<file path="config.mk">
export PLATFORM = sky130hd
export DESIGN_NAME = onehot_step_sequencer
export DESIGN_NICKNAME = d
export VERILOG_FILES = /design/src/rtl/onehot_seq_pkg.sv /design/src/rtl/onehot_step_decode.sv /design/src/rtl/onehot_step_sequencer.sv
export SDC_FILE = /design/constraint.sdc
export NUM_CORES = 1
export LEC_CHECK = 0
export ABC_AREA = 1
export BUFFER_PORTS_ARGS = -buffer_cell sky130_fd_sc_hd__buf_2
export CAP_MARGIN = 25
export CORE_UTILIZATION = 39
export DETAILED_ROUTE_END_ITERATION = 7
export GPL_TIMING_DRIVEN = 0
export SLEW_MARGIN = 10
export SYNTH_ARGS = -nofsm -noshare
export SYNTH_HDL_FRONTEND = slang
export SYNTH_SLANG_ARGS = --single-unit
</file>
<file path="constraint.sdc">
create_clock -name clk -period 1.4 [get_ports clk]
set_input_delay 0.07 -clock clk [delete_from_list [all_inputs] [get_ports clk]]
set_output_delay 0.07 -clock clk [all_outputs]
set_load 0.01 [all_outputs]
</file>
<file path="src/rtl/onehot_seq_pkg.sv">
// Shared definitions for the one-hot step sequencer: the control state
// enumeration, its encoding width, and the default geometry that the
// factorial calculator top uses (3-bit step code, 7 stage enables).
package onehot_seq_pkg;

  // Width of the state encoding; three states fit in two bits.
  localparam int STATE_W = 2;

  // Default geometry used by the calculator top.
  localparam int DEFAULT_SEL_W   = 3;
  localparam int DEFAULT_NUM_OUT = 7;

  // IDLE: no step selected, all enables low.
  // ACTIVE: a legal step is selected and its enable is driven.
  // ERROR: an out-of-range code was loaded; enables stay low.
  typedef enum logic [STATE_W-1:0] {
    ST_IDLE   = 2'd0,
    ST_ACTIVE = 2'd1,
    ST_ERROR  = 2'd2
  } state_t;

endpackage : onehot_seq_pkg

</file>
<file path="src/rtl/onehot_step_decode.sv">
// Purely combinational index-to-one-hot decoder with an enable.
// Every output bit is a plain equality/compare against a constant, so an
// out-of-range index simply yields all zeros rather than unknowns.
// Optional thermometer output when ONEHOT_STEP_SEQUENCER_THERMO_EN is defined.
module onehot_step_decode #(
  parameter int SEL_W   = 3,
  parameter int NUM_OUT = 7
) (
  input  logic [SEL_W-1:0]   idx,
  input  logic               en,
  output logic [NUM_OUT-1:0] onehot
`ifdef ONEHOT_STEP_SEQUENCER_THERMO_EN
  ,
  output logic [NUM_OUT-1:0] thermo
`endif
);

  // One line per output: line gi is set only when enabled and idx equals gi.
  // The thermometer line gi is set for every idx at or above gi.
  for (genvar gi = 0; gi < NUM_OUT; gi++) begin : g_line
    assign onehot[gi] = en && (idx == SEL_W'(gi));
`ifdef ONEHOT_STEP_SEQUENCER_THERMO_EN
    assign thermo[gi] = en && (idx >= SEL_W'(gi));
`endif
  end

endmodule : onehot_step_decode

</file>
<file path="src/rtl/onehot_step_sequencer.sv">
// Registered one-hot control-step sequencer.
// Holds the current step index and advances it on a step strobe, wrapping
// (WRAP=1) or terminating back to IDLE (WRAP=0) after the last step.
// Loading a code outside 0..NUM_OUT-1 parks the block in ERROR with all
// enables low. Priority each cycle: clear, then load, then step.
// Optional feature macro: ONEHOT_STEP_SEQUENCER_THERMO_EN adds a registered
// thermometer output alongside the one-hot output.
module onehot_step_sequencer
  import onehot_seq_pkg::*;
#(
  parameter int SEL_W   = DEFAULT_SEL_W,
  parameter int NUM_OUT = DEFAULT_NUM_OUT,
  parameter int WRAP    = 1
) (
  input  logic               clk,
  input  logic               rst,
  input  logic               clear,
  input  logic               load,
  input  logic [SEL_W-1:0]   sel_in,
  input  logic               step,
  output logic [NUM_OUT-1:0] onehot,
  output logic [SEL_W-1:0]   sel_q,
  output logic               active,
  output logic               invalid,
  output logic               last,
  output logic               wrap_p,
  output logic               done_p
`ifdef ONEHOT_STEP_SEQUENCER_THERMO_EN
  ,
  output logic [NUM_OUT-1:0] thermo
`endif
);

  // Reject geometries where the index cannot address every line, or where
  // fewer than two lines make a sequence meaningless.
  if (NUM_OUT < 2 || NUM_OUT > (1 << SEL_W)) begin : g_bad_num_out
    $error("onehot_step_sequencer: NUM_OUT must be within 2 .. 2**SEL_W");
  end

  // Index of the final step, and NUM_OUT widened by one bit so that the
  // range check still works when NUM_OUT == 2**SEL_W.
  localparam logic [SEL_W-1:0] LAST_IDX  = SEL_W'(NUM_OUT - 1);
  localparam logic [SEL_W:0]   NUM_OUT_W = (SEL_W + 1)'(NUM_OUT);

  state_t               state_reg, state_next;
  logic [SEL_W-1:0]     sel_reg, sel_next;
  logic [NUM_OUT-1:0]   onehot_reg, onehot_next;
  logic                 wrap_reg, wrap_next;
  logic                 done_reg, done_next;
  logic                 load_in_range;
  logic                 at_last;

  assign load_in_range = ({1'b0, sel_in} < NUM_OUT_W);
  assign at_last       = (sel_reg == LAST_IDX);

  // Next-state logic: clear beats load beats step; pulses default low.
  always_comb begin
    state_next = state_reg;
    sel_next   = sel_reg;
    wrap_next  = 1'b0;
    done_next  = 1'b0;
    if (clear) begin
      state_next = ST_IDLE;
      sel_next   = '0;
    end else if (load) begin
      // The raw code is kept even when out of range so it can be inspected.
      sel_next   = sel_in;
      state_next = load_in_range ? ST_ACTIVE : ST_ERROR;
    end else if (step) begin
      case (state_reg)
        ST_ACTIVE: begin
          if (at_last) begin
            // Increment is modulo NUM_OUT: the step after the last is 0.
            sel_next = '0;
            if (WRAP != 0) begin
              wrap_next = 1'b1;
            end else begin
              state_next = ST_IDLE;
              done_next  = 1'b1;
            end
          end else begin
            sel_next = sel_reg + SEL_W'(1);
          end
        end
        // Steps are ignored while idle or holding an invalid code.
        default: begin
          state_next = state_reg;
          sel_next   = sel_reg;
        end
      endcase
    end
  end

  // Decode the upcoming step so the registered one-hot lines up with sel_q.
`ifdef ONEHOT_STEP_SEQUENCER_THERMO_EN
  logic [NUM_OUT-1:0] thermo_reg, thermo_next;

  onehot_step_decode #(
    .SEL_W   (SEL_W),
    .NUM_OUT (NUM_OUT)
  ) u_decode (
    .idx    (sel_next),
    .en     (state_next == ST_ACTIVE),
    .onehot (onehot_next),
    .thermo (thermo_next)
  );

  // Thermometer register shares the one-hot timing and reset value.
  always_ff @(posedge clk or posedge rst) begin
    if (rst) begin
      thermo_reg <= '0;
    end else begin
      thermo_reg <= thermo_next;
    end
  end

  assign thermo = thermo_reg;
`else
  onehot_step_decode #(
    .SEL_W   (SEL_W),
    .NUM_OUT (NUM_OUT)
  ) u_decode (
    .idx    (sel_next),
    .en     (state_next == ST_ACTIVE),
    .onehot (onehot_next)
  );
`endif

  // State, index, decoded lines and event pulses all update together.
  always_ff @(posedge clk or posedge rst) begin
    if (rst) begin
      state_reg  <= ST_IDLE;
      sel_reg    <= '0;
      onehot_reg <= '0;
      wrap_reg   <= 1'b0;
      done_reg   <= 1'b0;
    end else begin
      state_reg  <= state_next;
      sel_reg    <= sel_next;
      onehot_reg <= onehot_next;
      wrap_reg   <= wrap_next;
      done_reg   <= done_next;
    end
  end

  assign onehot  = onehot_reg;
  assign sel_q   = sel_reg;
  assign active  = (state_reg == ST_ACTIVE);
  assign invalid = (state_reg == ST_ERROR);
  assign last    = (state_reg == ST_ACTIVE) && at_last;
  assign wrap_p  = wrap_reg;
  assign done_p  = done_reg;

endmodule : onehot_step_sequencer

</file>
[Yosys cells after proc, flatten, opt, wreduce, memory -nomap -nowiden]
Cells that the tools add are included.
Storage, ports and cells
  bits in latches: 0
  ROM bits: 0
  output and inout port bits: 15
  bits of input ports: 8
  bits in writable memories: 0
  memories: 0
  register bits: 13
Cells by class
  $lt $le $gt $ge: 1
  bitwise operators: 0
  mux-type cells: 13
  $mul: 0
  shift operators: 0
  eq/ne operators: 10
  divide/modulo/power cells: 0
  reductions and logical operators: 9
  add/sub/neg operators: 1
Operators by type and width (number)
  $mux W3: 5
  $eq A3 B3 Y1 const B: 4
  $logic_and A1 B1 Y1: 8
  $eq A3 B2 Y1 const B: 2
  $mux W2: 3
  $mux W1: 5
  $eq A2 B1 Y1 const B: 2
  $add A3 B1 Y3 const B: 1
  $eq A3 B1 Y1 const B: 1
  $logic_not A3 Y1: 1
  $lt A3 B3 Y1 const B: 1
  $eq A2 B2 Y1 const B: 1

[Longest topological paths before layout]
Gate-level depths: netlist of run 1.
  depth in word-level cells: 8
  mapped depth: 9
  gate-level depth less buffers: 9

[Hierarchy]
From an unflattened synthesis of run 1, not the netlist that was laid out.
Second synthesis, totals
  cell total of the unflattened synthesis: 80
  area total of the unflattened synthesis: 619.3 um^2
Modules (own cells, without submodules)
  onehot_step_sequencer: area each 556.8 um^2, cells an instance 64, instances 1, sequential area each 325.3 um^2
  onehot_step_decode: area each 62.6 um^2, cells an instance 16, instances 1, sequential area each 0.0 um^2

[Worst setup path after synthesis of run 1]
No wires, ideal clock.
  kind: reg2reg
  from: reg sel_reg[0] (netlist: sel_q[0])
  to: reg onehot_reg[1] (netlist: onehot[1])
  stages on the path, launching flop included: 9
  setup slack: 0.276 ns
  data arrival time: 1.005 ns
  period minus slack after synthesis: 1.124 ns
  path through: dfrtp_1 inv_1 nand2_1 nor2_1 nor2_2 nor2_2 nor2_4 nand2_2 nor2_1
On the way
  longest elaborated chain between the ends: 8
  elaborated cells between the ends (all ways): 9
  classes of those cells: 1 x add/sub; 2 x eq/ne; 5 x mux; 1 x reduce/logical
RTL lines
  start, declared: RTL line onehot_step_sequencer.sv:46  | logic [SEL_W-1:0] sel_reg, sel_next;
  start signal, assigned: RTL line onehot_step_sequencer.sv:139  | sel_reg <= sel_next;
  $add A3 B1 Y3 / $eq A3 B3 Y1 (equally long branches): RTL line onehot_step_sequencer.sv:82, onehot_step_sequencer.sv:54
  $mux W3: RTL line onehot_step_sequencer.sv:72  | if (at_last) begin
  $mux W3: RTL line onehot_step_sequencer.sv:70  | case (state_reg)
  $mux W3 (*): RTL line onehot_step_sequencer.sv:69  | end else if (step) begin
  $mux W3 (*): RTL line onehot_step_sequencer.sv:65  | end else if (load) begin
  $mux W3 (*): RTL line onehot_step_sequencer.sv:62  | if (clear) begin
  net sel_next[0]: RTL line onehot_step_sequencer.sv:46
  $eq A3 B1 Y1 (*): RTL line onehot_step_decode.sv:21  | assign onehot[gi] = en && (idx == SEL_W'(gi));
  $logic_and A1 B1 Y1 (*): RTL line onehot_step_decode.sv:21
  net onehot_next[1]: RTL line onehot_step_sequencer.sv:47  | logic [NUM_OUT-1:0] onehot_reg, onehot_next;
  end signal, assigned: RTL line onehot_step_sequencer.sv:140  | onehot_reg <= onehot_next;
  end, declared: RTL line onehot_step_sequencer.sv:47
The timed path passes the listed nets; every way through them passes the cells marked *.

[Worst setup path in the final report of run 1]
  from: reg state_reg[1]
  to: reg onehot_reg[5] (netlist: onehot[5])
On the way
  longest elaborated chain between the ends: 7
  elaborated cells between the ends (all ways): 10
  classes of those cells: 3 x eq/ne; 6 x mux; 1 x reduce/logical
RTL lines
  start, declared: RTL line onehot_step_sequencer.sv:45  | state_t state_reg, state_next;
  start signal, assigned: RTL line onehot_step_sequencer.sv:138  | state_reg <= state_next;
  $eq A2 B1 Y1: RTL line onehot_step_sequencer.sv:70
  $mux W3: RTL line onehot_step_sequencer.sv:70
  $mux W3: RTL line onehot_step_sequencer.sv:69
  $mux W3: RTL line onehot_step_sequencer.sv:65
  $mux W3: RTL line onehot_step_sequencer.sv:62
  net sel_next[0]: RTL line onehot_step_sequencer.sv:46
  $eq A3 B3 Y1: RTL line onehot_step_decode.sv:21
  $logic_and A1 B1 Y1: RTL line onehot_step_decode.sv:21
  net onehot_next[5]: RTL line onehot_step_sequencer.sv:47
The timed path passes the listed nets, and every way through them passes these cells.

==> out/results.txt, run 1 <==
status: complete, but fails checks
failing checks: DRC
Detailed Route Iter0 Violations: 12
HPWL after detailed placement: 1.07 mm
Yosys top cell by area: dfrtp_1
final setup fails: 0
minimum clock period: 1250 ps
Post-synth top flop: dfrtp_1
CP Launch Type: register
Total Power: 779 uW
Critical Path AT: 1450 ps
Die ar.: 1890 um2
Tot GR Track Use: 0.166
Die H: 43.5 um
GR Overflow Total: 0
Worst-Skew Late Latency: 270 ps
Mean Syn Cell Area: 8.10 um2
PortBufs: 20
DRC: 2
fin util: 0.538
PD cells: 929 nW/um2
Mapped Cells: 83
Max clock buf depth: 2
Ys Warns: 0
Initial Utilization: 0.431
hold slack: 58.1 ps
postcts setup bufs: 0
asr flop ratio synth: 1.00
Yosys reg bits: 13
Hold Startpoint: load
crit end category: register
vias in the first global route: 521
sequential share of the synthesized area: 0.484
Netlist cell types: 22
Root Driver: clkbuf_4
I/O pin total: 23
Critical R2R Launch: state_reg[1]
max reg flops: 7
Antenna Nets Post-Route: 0
Hold Fails Final Rpt: 0
# nets final: 118
setup TNS: 0 ps
CORE AREA: 1560 um2
first-pass GRT wire length: 2.26 mm
area delta synth->final: 24.8%
Reg clk slew, reported paths: 80 ps
fmax: 803 MHz
count of pins over their slew limit: 0
CTS buffer count: 3
Worst Hold End: wrap_p
Synth top cells by count: nand2_1, dfrtp_1, nor2_1
TritonRoute pass-1 iters: 6
critical path required time: 1610 ps
unrepaired setup endpoints after global routing: false
CTS tree: yes
DR WL/cell: 10.9 um
H-tree levels: 1
post-CTS resize count: 0
n_diodes: 0
die width: 43.5 um
crit path kind: register to register
hold depth: 2
placement row count: 14
Yosys top cell area share: 0.484
EDFF count, synth: 0
Total Wirelength: 1.36 mm
Synth Cell Area: 672 um2
r2r endpoint: onehot[5]
initial antenna violation count: 0
largest net degree at the start of global routing: 14
top-count cell post-synth: nand2_1
Mapped Nets: 91
via count: 582
routability cong.: 0.747
CP Max Fanout: 5
clock sinks: 13
R2R setup slack: 150 ps
Max IR drop VDD: 0.000642 V
leakage dissipation: 0.000475 uW
HP Class: primary input to register
Final period util: 0.890
R2R depth: 9
max cap viols: 0
fill count: 165
synth top area cells: dfrtp_1, nand2_1, nor2_1
fraction of layout cells with a size suffix above 1: 0.367
clk_skew: 3.92 ps
routed vias/inst: 4.66
-- routing by layer --
| metal | GRT usage | vias to the layer above | part of all wire |
|---|---|---|---|
| li1 | - | 307 | - |
| met1 | 0.247 | 264 | 0.52 |
| met2 | 0.230 | 11 | 0.44 |
| met3 | 0.0625 | 0 | 0.041 |
| met4 | 0.0375 | 0 | 0 |
| met5 | 0 | - | 0 |
-- layout make-up --
class	count	area, um2	area share
timing repair buffer	22	120	0.143
buffer	2	15.0	0.0179
multi-input combinational	55	282	0.336
clock buffer	4	26.3	0.0313
tap	16	20.0	0.0239
inverter	13	50.0	0.0597
sequential	13	325	0.388
-- worst max-delay path by stage --
stage	slack [ps]	startpoint	endpoint
final	150	state_reg[1]	onehot[5]
after global routing	2	state_reg[1]	onehot[5]
after CTS	140	state_reg[1]	onehot[2]
after detailed placement	160	state_reg[1]	onehot[0]
after global placement	170	state_reg[1]	onehot[0]
after floorplan	280	sel_q[0]	onehot[1]
-- power by group --
part	internal, uW	leakage, uW	switching, uW
Clock	110	0.0000150	115
Sequential	390	0.000176	13.7
Combinational	56.7	0.000284	92.9
Total	557	0.000475	222
-- timing repair --
item	in CTS	in global routing
endpoints found under the hold margin	15	0
setup endpoints to repair	0	0
hold buffers	2	0
-- cells by family (layout without fill, tap and decap cells) --
logic type	count (synthesis)	after routing	share of synthesized area
and+or+nand+nor	48	48	0.343
buffers and inverters	15	41	0.0968
DFF	13	13	0.484
AOI/OAI and AO/OA	6	6	0.0708
other	1	1	0.00558
-- critical path, stage by stage, from the launching register on --
cell     delay [ps]
dfrtp_1         400
inv_2           100
nand3_1          70
nand2_1          60
nand2_1          60
nor2_2          180
nor2_2           70
nor2_4          100
nand2_2          60
nor2_1           90
-- cell usage in the layout (no fill, tap or decap) --
cell / instances
buf_2: 20
nand2_1: 17
dfrtp_1: 13
nor2_1: 12
inv_1: 8
nand3_1: 4
nand2_2: 4
o21ai_1: 3
inv_2: 3
nor2_2: 3
clkbuf_4: 3
buf_4: 2
nand4_1: 2
or2_1: 2
dlygate4sd3_1: 2
clkinv_2: 1
a21oi_1: 1
a21oi_4: 1
nor2_4: 1
clkinv_1: 1
nor3_1: 1
nand3_2: 1
o21bai_2: 1
nor4_1: 1
conb_1: 1
clkbuf_1: 1
-- through the flow --
stage	worst slack, ps	cell area, um2	std cells
6_report	154	838	125
2_1_floorplan	276	672	83
3_3_place_gp	168	792	119
3_5_place_dp	157	792	119
4_1_cts	137	838	125
5_1_grt	2.41	838	125
Power figures use the tool's default switching activity.
==> run 2, diff against run 1 <==
==> constraint.sdc (replaced) <==
create_clock -name clk -period 1.4 [get_ports clk]
set_input_delay 0.14 -clock clk [delete_from_list [all_inputs] [get_ports clk]]
set_output_delay 0.14 -clock clk [all_outputs]
set_load 0.01 [all_outputs]
==> run 2 against run 1 <==
  * Power is 0.28% lower
  * Clock-buffer cell count stayed put
  * Worst hold slack better by 16 ps
  * Critical path type is now register to output port
  * Global-route usage stayed put
  * Sequential share of layout area is 0.47 points higher
  * Sequential power hardly changed
  * The flow still finishes with violations (DRC)
  * Largest power group unchanged
  * Cell area is 1.2% lower
  * Register-to-register slack hardly changed
  * Combinational power hardly changed
  * Non-clock buffer count is 1 lower
  * Via count is 0.34% lower
  * Worst setup slack worse by 40 ps
==> out/results.txt, run 2 (synthesis gave the netlist of run 1 again) <==
status: complete, but fails checks
failing checks: DRC
CP max stage delay: 420 ps
n_diodes: 0
I/O pin total: 23
CTS tree: yes
critical path required time: 1260 ps
placed cell area: 792 um2
crit path kind: register to output port
# nets final: 117
minimum clock period: 1290 ps
PortBufs: 20
DRC: 2
via count: 580
routability cong.: 0.747
CORE AREA: 1560 um2
R2R depth: 9
vias in the first global route: 521
die width: 43.5 um
final setup fails: 0
count of pins over their slew limit: 0
area delta synth->final: 23.3%
Final period util: 0.918
commonest cells after routing, fill and taps aside: buf_2, nand2_1, dfrtp_1
Hold Fails Final Rpt: 0
Initial Utilization: 0.431
max reg flops: 7
unrepaired setup endpoints after global routing: false
setup TNS: 0 ps
post-route cell area: 828 um2
Die ar.: 1890 um2
largest net degree at the start of global routing: 14
first-pass GRT wire length: 2.26 mm
max cap viols: 0
HP Class: primary input to register
crit end category: output port
GR Overflow Total: 0
slowest CP cell: dfrtp_1
Worst-Skew Late Latency: 270 ps
initial antenna violation count: 0
fmax: 778 MHz
Max IR drop VDD: 0.000642 V
final std cells w/o fill: 124
placement row count: 14
Root Driver: clkbuf_4
Reg clk slew, reported paths: 80 ps
TritonRoute pass-1 iters: 6
leakage dissipation: 0.000470 uW
worst-path cell chain: inv_1 -> nand2_1 -> nor3_1 -> buf_2
Total Wirelength: 1.35 mm
fraction of layout cells with a size suffix above 1: 0.370
Tot GR Track Use: 0.166
clk_skew: 3.92 ps
clock sinks: 13
Detailed Route Iter0 Violations: 12
CP Max Fanout: 5
Max clock buf depth: 2
hold depth: 2
PD cells: 937 nW/um2
most common cell after layout, fill and taps aside: buf_2
routed vias/inst: 4.68
HPWL after detailed placement: 1.07 mm
Antenna Nets Post-Route: 0
H-tree levels: 1
Die H: 43.5 um
Critical Path AT: 1150 ps
DP Cell Count: 119
post-CTS resize count: 0
CP Launch Type: register
CTS buffer count: 3
DR WL/cell: 10.9 um
==> run 2: changes by cell type in the layout (fill, tap and decap cells not counted) <==
cell and delta:
dlygate4sd3_1 -1
==> run 2: where the power goes <==
group          internal [uW]  switching (uW)  leakage (uW)
Combinational           54.9            92.6      0.000280
Clock                    110             115     0.0000150
Sequential               390            13.7      0.000176
Total                    555             222      0.000470
==> run 2: final timing paths <==
| path | start | endpoint | slack (ps) |
|---|---|---|---|
| max in group asynchronous | rst | wrap_p | 650 |
| hold / removal | clear | wrap_p | 70 |
| setup reg to reg | state_reg[1] | onehot[5] | 150 |
| hold reg to reg | state_reg[1] | state_reg[1] | 610 |
| min in group asynchronous | rst | onehot[4] | 420 |
| setup / recovery | sel_q[0] | last | 110 |
==> run 2: worst max-delay path, delay by kind of cell, from the launching register on <==
kind | cells | cell delay [ps]
flip-flops | 1 | 420
buffers and inverters | 2 | 240
AND/OR/NAND/NOR | 2 | 210
==> run 2: timing repair <==
item,CTS,global route
setup buffers,0,0
hold endpoints to repair,13,0
hold buffers,1,0
==> run 2: area by class of cell <==
cell class	instances	area (um2)
Sequential cell	13	325
Multi-Input combinational cell	55	282
Inverter	13	50.0
Timing Repair Buffer	21	110
Fill cell	166	731
Buffer	2	15.0
Tap cell	16	20.0
Clock buffer	4	26.3
==> run 2: per-stage QoR <==
stage	utilization	total power (uW)	hold WS, ps	setup WS [ps]
2_1_floorplan	-	512	17.0	276
3_3_place_gp	0.508	556	173	168
3_5_place_dp	0.508	557	177	157
4_1_cts	0.531	785	64.8	96.6
5_1_grt	0.531	827	70.2	2.41
6_report	0.531	776	74.2	114
==> run 2: per-layer routing <==
| layer | vias to the layer above | wire (um) | global-route usage |
|---|---|---|---|
| met4 | 0 | 0 | 0.0375 |
| met1 | 264 | 699 | 0.247 |
| li1 | 305 | - | - |
| met3 | 0 | 60 | 0.0625 |
| met5 | - | 0 | 0 |
| met2 | 11 | 593 | 0.230 |
